## config.mk

```make
export PLATFORM = sky130hd
export DESIGN_NAME = instruction_fetch_buffer_flat
export DESIGN_NICKNAME = d
export VERILOG_FILES = /design/src/rtl/instruction_fetch_buffer_if.sv /design/src/rtl/instruction_fetch_buffer.sv /design/src/flat_wrapper.sv
export SDC_FILE = /design/constraint.sdc
export NUM_CORES = 1
export LEC_CHECK = 0
export CAP_MARGIN = 20
export CORE_ASPECT_RATIO = 0.8
export CORE_MARGIN = 3
export CORE_UTILIZATION = 50
export DETAILED_ROUTE_END_ITERATION = 8
export GPL_ROUTABILITY_DRIVEN = 0
export PLACE_DENSITY_LB_ADDON = 0.15
export SYNTH_ARGS = -nofsm -noshare
export SYNTH_HDL_FRONTEND = slang
export SYNTH_SLANG_ARGS = --single-unit
```

## constraint.sdc

```tcl
create_clock -name clk_i -period 3 [get_ports clk_i]
set_input_delay 0.6 -clock clk_i [delete_from_list [all_inputs] [get_ports clk_i]]
set_output_delay 0.6 -clock clk_i [all_outputs]
set_load 0.02 [all_outputs]
```

## src/rtl/instruction_fetch_buffer_if.sv

```systemverilog
// Fetch-buffer bus: redirect, instruction-cache request/response and decode handshake.
// The master modport is the fetch buffer; the slave modport is its environment.
interface instruction_fetch_buffer_if;
  logic        redirect_i;
  logic [31:0] redirect_address_i;
  logic        fetch_o;
  logic [31:0] program_counter_o;
  logic [31:0] icache_instruction_i;
  logic        icache_valid_i;
  logic [31:0] instruction_o;
  logic [31:0] pc_o;
  logic        valid_o;
  logic        ready_i;

  modport master (
    input  redirect_i, redirect_address_i, icache_instruction_i, icache_valid_i, ready_i,
    output fetch_o, program_counter_o, instruction_o, pc_o, valid_o
  );

  modport slave (
    output redirect_i, redirect_address_i, icache_instruction_i, icache_valid_i, ready_i,
    input  fetch_o, program_counter_o, instruction_o, pc_o, valid_o
  );
endinterface

```

## src/rtl/instruction_fetch_buffer.sv

```systemverilog
// Sequential fetch PC generator with a small {pc, instruction} queue feeding decode.
// Redirects flush the queue and drop any response still owed by the cache.
module instruction_fetch_buffer #(
  parameter int unsigned BUFFER_DEPTH = 4,
  parameter logic [31:0] RESET_VECTOR = 32'h0000_0000
) (
  input logic                         clk_i,
  input logic                         rst_n_i,
  instruction_fetch_buffer_if.master  bus
);
  localparam int unsigned PtrW = $clog2(BUFFER_DEPTH);
  localparam int unsigned CntW = PtrW + 1;

  typedef enum logic [1:0] {StFetch, StWait, StDiscard} state_e;

  state_e            state_q, state_d;
  logic [31:0]       pc_q, pc_d;
  logic [PtrW-1:0]   head_q, head_d, tail_q, tail_d;
  logic [CntW-1:0]   count_q, count_d;
  logic [31:0]       pc_mem_q [BUFFER_DEPTH];
  logic [31:0]       pc_mem_d [BUFFER_DEPTH];
  logic [31:0]       instr_mem_q [BUFFER_DEPTH];
  logic [31:0]       instr_mem_d [BUFFER_DEPTH];
  logic              fetch, push, pop;

  always_comb begin
    // Gated by reset so no request leaks out while the block is held in reset.
    fetch = rst_n_i && (state_q == StFetch) && (count_q < CntW'(BUFFER_DEPTH)) &&
            !bus.redirect_i;
    push  = !bus.redirect_i && bus.icache_valid_i &&
            (((state_q == StFetch) && fetch) || (state_q == StWait));
    pop   = !bus.redirect_i && (count_q != '0) && bus.ready_i;

    state_d     = state_q;
    pc_d        = pc_q;
    head_d      = head_q;
    tail_d      = tail_q;
    count_d     = count_q;
    pc_mem_d    = pc_mem_q;
    instr_mem_d = instr_mem_q;

    if (bus.redirect_i) begin
      head_d  = '0;
      tail_d  = '0;
      count_d = '0;
      pc_d    = {bus.redirect_address_i[31:2], 2'b00};
      unique case (state_q)
        StWait, StDiscard: state_d = bus.icache_valid_i ? StFetch : StDiscard;
        default:           state_d = StFetch;
      endcase
    end else begin
      if (push) begin
        pc_mem_d[tail_q]    = pc_q;
        instr_mem_d[tail_q] = bus.icache_instruction_i;
        tail_d              = tail_q + 1'b1;
        pc_d                = pc_q + 32'd4;
      end
      if (pop) begin
        head_d = head_q + 1'b1;
      end
      count_d = count_q + CntW'(push) - CntW'(pop);
      unique case (state_q)
        StFetch:   if (fetch && !bus.icache_valid_i) state_d = StWait;
        StWait:    if (bus.icache_valid_i) state_d = StFetch;
        StDiscard: if (bus.icache_valid_i) state_d = StFetch;
        default:   state_d = StFetch;
      endcase
    end
  end

  always_ff @(posedge clk_i or negedge rst_n_i) begin
    if (!rst_n_i) begin
      state_q     <= StFetch;
      pc_q        <= RESET_VECTOR;
      head_q      <= '0;
      tail_q      <= '0;
      count_q     <= '0;
      pc_mem_q    <= '{default: '0};
      instr_mem_q <= '{default: '0};
    end else begin
      state_q     <= state_d;
      pc_q        <= pc_d;
      head_q      <= head_d;
      tail_q      <= tail_d;
      count_q     <= count_d;
      pc_mem_q    <= pc_mem_d;
      instr_mem_q <= instr_mem_d;
    end
  end

  assign bus.fetch_o           = fetch;
  assign bus.program_counter_o = pc_q;
  assign bus.instruction_o     = instr_mem_q[head_q];
  assign bus.pc_o              = pc_mem_q[head_q];
  assign bus.valid_o           = (count_q != '0);
endmodule

```

## src/flat_wrapper.sv

```systemverilog
// flat-port wrapper written by rule: the top's interface ports become plain ports
module instruction_fetch_buffer_flat 
#(
  parameter int unsigned BUFFER_DEPTH = 4,
  parameter logic [31:0] RESET_VECTOR = 32'h0000_0000
)
  (clk_i, rst_n_i, bus_redirect_i, bus_redirect_address_i, bus_icache_instruction_i, bus_icache_valid_i, bus_ready_i, bus_fetch_o, bus_program_counter_o, bus_instruction_o, bus_pc_o, bus_valid_o);
  instruction_fetch_buffer_if bus_i ();
  input logic clk_i;
  input logic rst_n_i;
  input wire logic [$bits(bus_i.redirect_i)-1:0] bus_redirect_i;
  input wire logic [$bits(bus_i.redirect_address_i)-1:0] bus_redirect_address_i;
  input wire logic [$bits(bus_i.icache_instruction_i)-1:0] bus_icache_instruction_i;
  input wire logic [$bits(bus_i.icache_valid_i)-1:0] bus_icache_valid_i;
  input wire logic [$bits(bus_i.ready_i)-1:0] bus_ready_i;
  output wire logic [$bits(bus_i.fetch_o)-1:0] bus_fetch_o;
  output wire logic [$bits(bus_i.program_counter_o)-1:0] bus_program_counter_o;
  output wire logic [$bits(bus_i.instruction_o)-1:0] bus_instruction_o;
  output wire logic [$bits(bus_i.pc_o)-1:0] bus_pc_o;
  output wire logic [$bits(bus_i.valid_o)-1:0] bus_valid_o;
  assign bus_i.redirect_i = bus_redirect_i;
  assign bus_i.redirect_address_i = bus_redirect_address_i;
  assign bus_i.icache_instruction_i = bus_icache_instruction_i;
  assign bus_i.icache_valid_i = bus_icache_valid_i;
  assign bus_i.ready_i = bus_ready_i;
  assign bus_fetch_o = bus_i.fetch_o;
  assign bus_program_counter_o = bus_i.program_counter_o;
  assign bus_instruction_o = bus_i.instruction_o;
  assign bus_pc_o = bus_i.pc_o;
  assign bus_valid_o = bus_i.valid_o;
  instruction_fetch_buffer #(.BUFFER_DEPTH(BUFFER_DEPTH), .RESET_VECTOR(RESET_VECTOR)) u_core (.clk_i(clk_i), .rst_n_i(rst_n_i), .bus(bus_i));
endmodule
```

==> impl_metrics.ini <==
[finish]
final_core_util_pct = 63.5
drive_gt1_share_pct = 37.1
area_delta_synth_final_pct = 23.7
antenna_cells = 0
multi_input_area_mm2 = 0.00564
seq_area_mm2 = 0.00719
nFillCells = 1969
final_nets = 1131

[logic_synthesis]
avgSynthCellArea_um2 = 14.6
seq_area_frac_synth_pct = 54.7
synth_enable_flop_cells = 0
syn_inst = 902
synthArstFlopShare_pct = 100
ys.flop_type = dfrtp_1
synth_warnings = 0
ys_ff_latch = 287
synth_cell_types = 50
synth.cell_area_mm2 = 0.0131

[cts]
cts_setup_buffers = 0
cts_root_buffer = clkbuf_16
cts_sinks = 287
cts_buffers = 28
cts_buffer_depth = 3
clk_latency_ns = 0.54
cts_tree = done
clk_pin_slew_ns = 0.06
htree_levels = 1

[timing]
period_needed_ns = 2.96
rsz0062_at_grt = true
setup_viol = 0
maxSlewViolCount = 0
max_freq_mhz = 338
whs_ns = 0.245
final.setup_skew_ns = 0.0102
hold_viol_final = 0
slew-limit-headroom_pct = 34.9
post-route-period-util_pct = 98.7
worst_pin_slew_ns = 0.976

[hold_path]
hold_class = input pin to async pin

[die]
io_pins = 167
floorplan.initialDensity_pct = 51.4
rows = 52
die_w_um = 187
fp.dieH_um = 151
core_mm2 = 0.0256
dieArea_mm2 = 0.0283

[grt]
antenna_found_initial = 1
track_usage_pct = 21.3
grt_pass1_vias = 8500
grt_overflow = 0
grt_pass1_wl_um = 48100
grt_max_degree = 151

[setup_path]
cp_slowest_cell = clkdlybuf4s50_1
crit_path_cell_trace = buf_12 > mux4_2 > clkdlybuf4s50_1
slowest_delay_ns = 0.56
reg2reg_from = u_core.bus.program_counter_o[2]
cp_num_buf_inv = 2
critical_path_class = flop to output pin
crit_fanout = 22
cp.arrival_ns = 2.36
critPathLaunch = u_core.head_q[0]
cp_top_family = buffers and inverters
end_kind = output pin
worst_setup_path_start_kind = flop
required_ns = 2.40

[power]
p_sw_uw = 4270
p_comb_share_pct = 36.0
leakagePower_uw = 0.00744
max-vdd-ir-drop_uv = 458
powerDensity_mw_per_mm2 = 856
clock_power_share_pct = 24.4
switching_share_pct = 30.7
internal_power_uw = 9640
p_seq_share_pct = 39.6

[routing]
drc = 0
drtIter0Drc = 439
routed_wl_um = 29800
wire_per_inst_um = 20.9
ant_nets = 0
routed-via-count = 8182
first_pass_iters = 4
avgViaCountPerCell = 5.75

[place]
io_buffer_count = 160
post-dp-hpwl_um = 19400

[status]
outcome = complete, no violations

[job]
maxCapViolations = 0
## worst register-to-register path, cell delays in order, from the launching register on
cell and delay, ns:
dfrtp_1 0.58, ha_1 0.28, nand4_1 0.22, or4_4 0.66, or4_1 0.51, a31oi_1 0.17
## power groups by stage
stage / registers, uW / logic, uW / clock network [uW]
after floorplan: 5330 / 3270 / 0
after global placement: 5500 / 5180 / 0
after detailed placement: 5550 / 5250 / 0
after CTS: 5490 / 5140 / 3480
after global routing: 5630 / 5380 / 3640
final: 5500 / 5010 / 3400
## worst paths after layout
kind / to / slack [ns] / cells past startpoint
worst max register to register: u_core.bus.program_counter_o[24] / 0.50 / 5
worst max-delay path: bus_pc_o[18] / 0.04 / 3
max in group asynchronous: u_core.instr_mem_q[117] / 1.31 / 3
worst min register to register: u_core.state_q[1] / 0.50 / 2
worst min-delay path: u_core.pc_mem_q[122] / 0.24 / 2
min in group clk_i: u_core.state_q[1] / 0.50 / 2
## cell usage after synthesis, drive strengths merged, types with 8 or more instances
cell    count  area (um^2)
a31oi      17          106
buf        25          124
clkbuf     51          194
dfrtp     287         7180
ha          9          113
inv        13         48.8
mux2      248         2790
mux4       62         1400
nand2      28          105
nand3       8         40.0
nand4      10         77.6
nor2       25         93.8
o21ai      16         80.1
o31ai      12         90.1
or4        17          131
xor2        9         78.8
## area by class of cell
| cell class | count | share of cell area, % |
|---|---|---|
| clock inverters | 6 | 0.339 |
| repair buffers | 193 | 12.6 |
| inverters | 13 | 0.300 |
| clock buffers | 43 | 5.10 |
| multi-input cells | 529 | 34.7 |
| flip-flops and latches | 287 | 44.2 |
| well taps | 351 | 2.70 |
## layout by cell type, fill, tap and decap left out, types with 4 or more instances in the layout
cell type / count
a31oi_1: 17
and3_1: 6
buf_12: 12
buf_4: 19
clkbuf_1: 9
clkbuf_16: 29
clkbuf_8: 5
clkdlybuf4s50_1: 119
clkinv_2: 5
conb_1: 4
dfrtp_1: 285
dlygate4sd2_1: 21
dlymetal6s2s_1: 19
ha_1: 9
inv_1: 12
mux2_2: 248
mux4_2: 62
nand2_1: 24
nand2_4: 4
nand3_1: 8
nand4_1: 9
nor2_1: 25
nor4_1: 4
o2111ai_1: 5
o211ai_1: 6
o21ai_0: 16
o31a_1: 4
o31ai_1: 12
or3_1: 7
or4_1: 16
xor2_1: 9
## per-stage QoR
| step | TNS (ns) | total power (uW) | setup WS, ns | std cells | area, um^2 |
|---|---|---|---|---|---|
| global placement | 0 | 10700 | 0.215 | 1372 | 15300 |
| global route | -0.332 | 14600 | -0.0413 | 1422 | 16200 |
| floorplan | 0 | 8600 | 0.531 | 905 | 13200 |
| CTS | 0 | 14100 | 0.00134 | 1422 | 16200 |
| finish | 0 | 13900 | 0.0404 | 1422 | 16200 |
| detailed placement | 0 | 10800 | 0.196 | 1372 | 15300 |
## registers in the layout (all words and copies together), names as in the netlist
register,cells
u_core.pc_mem_q,120
u_core.count_q,3
u_core.state_q,2
u_core.instr_mem_q,128
u_core.head_q,2
u_core.tail_q,2
u_core.bus.program_counter_o,30
## kinds of logic (layout without fill, tap and decap cells)
logic type	count (synthesis)	in the layout	synth area share [%]
other cells	1	4	0.0285
buf+inv	89	255	2.79
flops	287	287	54.7
compound gates	69	69	3.54
simple gates	123	123	5.23
fa+ha+maj	10	10	1.01
xor+xnor	12	12	0.800
mux	311	311	32.0
## routing by layer
layer	GRT usage [%]	up-vias	part of all wire [%]
li1	-	3673	-
met2	33.9	179	47
met5	0	-	0.037
met3	4.28	49	5.1
met4	4.84	2	2.1
met1	30.7	4279	46
## timing repair
| item | 4_1_cts | 5_1_grt |
|---|---|---|
| hold buffers | 1 | 0 |
| setup endpoints to repair | 17 | 31 |
| pin swaps | 0 | 0 |
| gates resized for setup | 22 | 19 |
| hold endpoints to repair | 6 | 0 |
Note: power is estimated with default switching activity, not from simulation.
